--- src/rtl/uart_tx_on_press.sv ---
// Press-triggered 8N1 UART transmitter: one frame of data_in per rising edge
// of the debounced button. Presses during a frame are dropped, not queued.
module uart_tx_on_press #(
    parameter int CLK_FREQ     = 50_000_000,
    parameter int BAUD         = 9600,
    parameter int CLKS_PER_BIT = CLK_FREQ / BAUD
) (
    input  logic       clk,
    input  logic       rst_a_p,
    input  logic       btn_db,
    input  logic [7:0] data_in,
    output logic       tx,
    output logic       busy,
    output logic       done
);
    localparam int CNT_W = $clog2(CLKS_PER_BIT);
    localparam logic [CNT_W-1:0] CNT_LAST = CNT_W'(CLKS_PER_BIT - 1);
    localparam logic [CNT_W-1:0] CNT_ONE  = CNT_W'(1);

    typedef enum logic [1:0] {S_IDLE, S_START, S_DATA, S_STOP} state_e;

    state_e           state_q, state_d;
    logic [CNT_W-1:0] cnt_q, cnt_d;
    logic [2:0]       idx_q, idx_d;
    logic [7:0]       shreg_q, shreg_d;
    logic             btn_prev_q;
    logic             tx_q, tx_d;
    logic             busy_q, busy_d;
    logic             done_q, done_d;
    logic             press;
    logic             bit_end;

    assign press   = btn_db & ~btn_prev_q;
    assign bit_end = (cnt_q == CNT_LAST);

    // tx_d/busy_d describe the line after the coming edge, so the outputs
    // are registered yet change on the same edge as the state.
    always_comb begin
        // NOTE: every target gets a default first so no path can infer a latch.
        state_d = state_q;
        cnt_d   = cnt_q;
        idx_d   = idx_q;
        shreg_d = shreg_q;
        tx_d    = tx_q;
        busy_d  = busy_q;
        done_d  = 1'b0;

        unique case (state_q)
            S_IDLE: begin
                tx_d   = 1'b1;
                busy_d = 1'b0;
                if (press) begin
                    shreg_d = data_in;
                    cnt_d   = '0;
                    idx_d   = '0;
                    state_d = S_START;
                    tx_d    = 1'b0;
                    busy_d  = 1'b1;
                end
            end
            S_START: begin
                if (bit_end) begin
                    cnt_d   = '0;
                    idx_d   = '0;
                    state_d = S_DATA;
                    tx_d    = shreg_q[0];
                end else begin
                    cnt_d = cnt_q + CNT_ONE;
                end
            end
            S_DATA: begin
                if (bit_end) begin
                    cnt_d   = '0;
                    shreg_d = {1'b0, shreg_q[7:1]};
                    idx_d   = idx_q + 3'd1;
                    if (idx_q == 3'd7) begin
                        state_d = S_STOP;
                        tx_d    = 1'b1;
                    end else begin
                        tx_d = shreg_q[1];
                    end
                end else begin
                    cnt_d = cnt_q + CNT_ONE;
                end
            end
            S_STOP: begin
                if (bit_end) begin
                    cnt_d   = '0;
                    state_d = S_IDLE;
                    tx_d    = 1'b1;
                    busy_d  = 1'b0;
                    done_d  = 1'b1;
                end else begin
                    cnt_d = cnt_q + CNT_ONE;
                end
            end
            default: state_d = S_IDLE;
        endcase
    end

    // btn_prev resets high so a button held through reset is not a press.
    always_ff @(posedge clk or posedge rst_a_p) begin
        if (rst_a_p) begin
            state_q    <= S_IDLE;
            cnt_q      <= '0;
            idx_q      <= '0;
            shreg_q    <= '0;
            btn_prev_q <= 1'b1;
            tx_q       <= 1'b1;
            busy_q     <= 1'b0;
            done_q     <= 1'b0;
        end else begin
            // NOTE: non-blocking so every register samples pre-edge values.
            state_q    <= state_d;
            cnt_q      <= cnt_d;
            idx_q      <= idx_d;
            shreg_q    <= shreg_d;
            btn_prev_q <= btn_db;
            tx_q       <= tx_d;
            busy_q     <= busy_d;
            done_q     <= done_d;
        end
    end

    assign tx   = tx_q;
    assign busy = busy_q;
    assign done = done_q;
endmodule

--- config.mk ---
export PLATFORM = sky130hd
export DESIGN_NAME = uart_tx_on_press
export DESIGN_NICKNAME = d
export VERILOG_FILES = /design/src/rtl/uart_tx_on_press.sv
export SDC_FILE = /design/constraint.sdc
export NUM_CORES = 1
export LEC_CHECK = 0
export BUFFER_PORTS_ARGS = -buffer_cell sky130_fd_sc_hd__buf_4
export CAP_MARGIN = 5
export CORE_AREA = 2 2 61 63
export CTS_CLUSTER_SIZE = 28
export DETAILED_ROUTE_END_ITERATION = 7
export DIE_AREA = 0 0 63 65
export GPL_ROUTABILITY_DRIVEN = 1
export PLACE_DENSITY = 0.79
export SLEW_MARGIN = 25
export SYNTH_ARGS = -nofsm -noshare
export SYNTH_HDL_FRONTEND = slang
export SYNTH_SLANG_ARGS = --single-unit
--- constraint.sdc ---
create_clock -name clk -period 1.85 [get_ports clk]
set_clock_uncertainty 0.1 [all_clocks]
set_input_delay 0.37 -clock clk [delete_from_list [all_inputs] [get_ports clk]]
set_output_delay 0.37 -clock clk [all_outputs]
set_load 0.05 [all_outputs]
==> results_dict.tcl <==
set metrics [dict create \
    critical-path-top-delay-family "simple AND/OR/NAND/NOR gates" \
    synth_cell_type_count 39 \
    tritoncts_clock_tree "built" \
    tightestPinTransition_ps 386 \
    yosys_warnings 0 \
    flow.area_growth_from_synthesis_pct 23.5 \
    timing.final.crit_share 1.01 \
    drtAntennaViolNets 0 \
    io_pins 14 \
    detail_route.wirelength_microns 3860 \
    grt-ovfl-total 0 \
    floorplan.rows 22 \
    max-cap-violations 0 \
    count_of_flip_flops_with_a_built_in_enable_after_synthesis 0 \
    failed_checks "negative hold slack, negative setup slack" \
    final_hold_viol_count 7 \
    vias_per_cell 5.65 \
    timing_worst_setup_path_type "flip-flop to flip-flop" \
    regToRegEndpoint "shreg_q[3]$_DFFE_PP0P_" \
    grt_start_max_net_pins 31 \
    end_kind "flip-flop" \
    setup_ws_ps -9.62 \
    die-area_sq_um 4100 \
    cp.required_ps 1980 \
    tritoncts_sink_count 30 \
    global_route_wire_length_before_repair_microns 6230 \
    synthArstFlopShare 1.00 \
    netlist.area_leader.share 0.417 \
    crit_chain "ha_2, and4_4, nand4_1, a21oi_4, mux2_4" \
    vias 1379 \
    final.hold.worst_slack_ps -1.47 \
    clk_latency_ps 340 \
    portBuffers 13 \
    cts_hold_buf 0 \
    die_h_microns 65 \
    number_of_antenna_violations_at_the_first_check_in_global_routing 0 \
    cts.root.buffer_cell "clkbuf_4" \
    drtIter0Drc 64 \
    multi_input_comb_area_sq_um 937 \
    r2r_start "cnt_q[0]$_DFFE_PP0N_" \
    syn_inst 162 \
    slew-limit-headroom 0.743 \
    first_global_vias 1383 \
    timing.final.max_slew_violations 0 \
    initial_core_util 0.481 \
    num-fill-cells 293 \
    fp.dieW_microns 63 \
    layout-drive-gt1-share 0.378 \
    grt_util_all_layers 0.199 \
    timing_limited_maximum_frequency_mhz 538 \
    cts-root-to-sink-buffers 2 \
    yosys_register_bits 30 \
    insertedDiodeCount 0 \
    firstDrtPassIters 4 \
    total_drc_errors_in_the_routed_layout 0 \
    power.leakage_nw 0.909 \
    crit_path_top_delay_cell "dfrtp_1" \
    yosysSeqAreaShare 0.448 \
    cts_inserted_buffers 5 \
    place.detailed.instances 235 \
    cell_type_with_the_highest_aggregate_area_in_the_netlist "dfrtp_1" \
    finalWeightedCongestion 0.874 \
    dp_wirelength_microns 2700 \
    crit_fanout 7 \
    timing.critical_path.slowest_cell_delay_ps 370 \
    regToRegSetupSlack_ps -10 \
    mappedNetlistArea_sq_um 1680 \
    netlist_top_cells_count "dfrtp_1, mux2_2, nand2_1, o21ai_0, nor2_1" \
    nets 214 \
    timing.reg2reg.worst_path_depth 5 \
    wire_per_inst_microns 15.8 \
    mappedNetlistNets 181 \
    min-delay-path-class "primary input to async pin" \
    min_period_ps 1860 \
    timing.critical_path.arrival_ps 1990 \
    setup.worst_path.start_class "flip-flop" \
    power.ir.vdd_worst_mv 0.359 \
    synth_area_leaders "dfrtp_1, mux2_2, ha_1, a22o_1, o21ai_0" \
    finalSetupViolCount 7 \
    synth.avg_cell_area_sq_um 10.4 \
    timing.critical_path.buf_inv 0 \
    unrepaired_setup_endpoints_after_global_routing "yes" \
    yosys_most_used_dff "dfrtp_1" \
    path_clk_slew_ps 100 \
    status "finished with violations" \
    h-tree-depth 2 \
    coreArea_sq_um 3500 \
    finalNonFillerCells 244 \
    layout.area.seq_sq_um 756 \
    power.density_cell_area_nw_per_um2 558 \
    fin_util 0.594 \
    synthMostInstantiatedCell "dfrtp_1" \
]
[sequential cells by signal (all words and copies together) (netlist names)]
| register | cells |
|---|---|
| cnt_q | 13 |
| shreg_q | 8 |
| idx_q | 3 |
| state_q | 2 |
| btn_prev_q | 1 |
| busy | 1 |
| done | 1 |
| tx | 1 |
[kinds of logic (layout without fill, tap and decap cells)]
logic type / after synthesis / in the layout / share of synthesized area
and+or+nand+nor: 58 / 58 / 0.193
AOI/OAI and AO/OA: 38 / 38 / 0.166
DFF: 30 / 30 / 0.448
muxes: 16 / 16 / 0.106
buffers and inverters: 12 / 46 / 0.0268
adders and majority gates: 8 / 8 / 0.0596
[cell usage in the layout, fill, tap and decap left out, types with 2 or more instances in the layout]
cell,n
or3_1,4
buf_4,31
inv_1,6
nor2_1,9
nand2b_1,3
dfstp_2,2
mux2_4,7
ha_1,5
a22o_1,8
dfrtp_1,26
nand3_1,8
o21ai_0,13
a31oi_1,2
clkbuf_4,5
ha_2,2
a21oi_1,6
nor3_1,5
dfrtp_2,2
mux2_2,8
nand2_1,14
[report_power, final]
part	internal [mW]	leakage [nW]	switching, mW	total [mW]
combinational	0.0341	0.524	0.0276	0.0617
clock	0.182	0.0343	0.241	0.424
sequential	0.666	0.351	0.00616	0.672
total	0.883	0.909	0.275	1.16
[cell type report]
class	count	share of cell area
clock buffers	6	0.0247
clock inverters	2	0.00603
inverters	7	0.0127
multi-input cells	120	0.451
flip-flops and latches	30	0.364
well taps	48	0.0289
repair buffers	31	0.112
[timing repair]
item                                    4_1_cts  5_1_grt
pin swaps                                     2        3
endpoints found under the setup margin        8       14
buffers inserted                              0        1
gates resized for setup                       2       14
[layer usage]
| metal | wire [microns] | GRT usage | vias to the layer above | share of wire |
|---|---|---|---|---|
| li1 | - | - | 661 | - |
| met1 | 1660 | 0.234 | 680 | 0.43 |
| met2 | 1990 | 0.339 | 29 | 0.51 |
| met3 | 119 | 0.0313 | 9 | 0.031 |
| met4 | 94 | 0.125 | 0 | 0.024 |
| met5 | 0 | 0 | - | 0 |
[worst min-delay path: stages]
cell	delay [ps]
buf_4	100
inv_1	40
buf_4	350
[worst max path at each step]
stage,startpoint,endpoint,slack [ps],depth (start not counted)
3_3_place_gp,cnt_q[0]$_DFFE_PP0N_,shreg_q[5]$_DFFE_PP0P_,40,5
6_report,cnt_q[0]$_DFFE_PP0N_,shreg_q[3]$_DFFE_PP0P_,-10,5
5_1_grt,cnt_q[0]$_DFFE_PP0N_,shreg_q[3]$_DFFE_PP0P_,-60,5
4_1_cts,cnt_q[0]$_DFFE_PP0N_,shreg_q[0]$_DFFE_PP0P_,-9,5
3_5_place_dp,state_q[0]$_DFFE_PP0P_,shreg_q[0]$_DFFE_PP0P_,-40,5
2_1_floorplan,cnt_q[0]$_DFFE_PP0N_,cnt_q[11]$_DFFE_PP0N_,20,5
[metrics by stage]
stage	hold WS [ps]	area (sq um)	setup TNS, ps	total power, mW	setup WS, ps
2_1_floorplan	274	1690	0	0.713	18.6
3_3_place_gp	366	1950	0	0.739	45.0
3_5_place_dp	380	1950	-215	0.742	-42.0
4_1_cts	7.86	2020	-8.57	1.16	-8.57
5_1_grt	22.7	2080	-449	1.20	-61.9
6_report	-1.47	2080	-44.7	1.16	-9.62
Power figures use the tool's default switching activity.
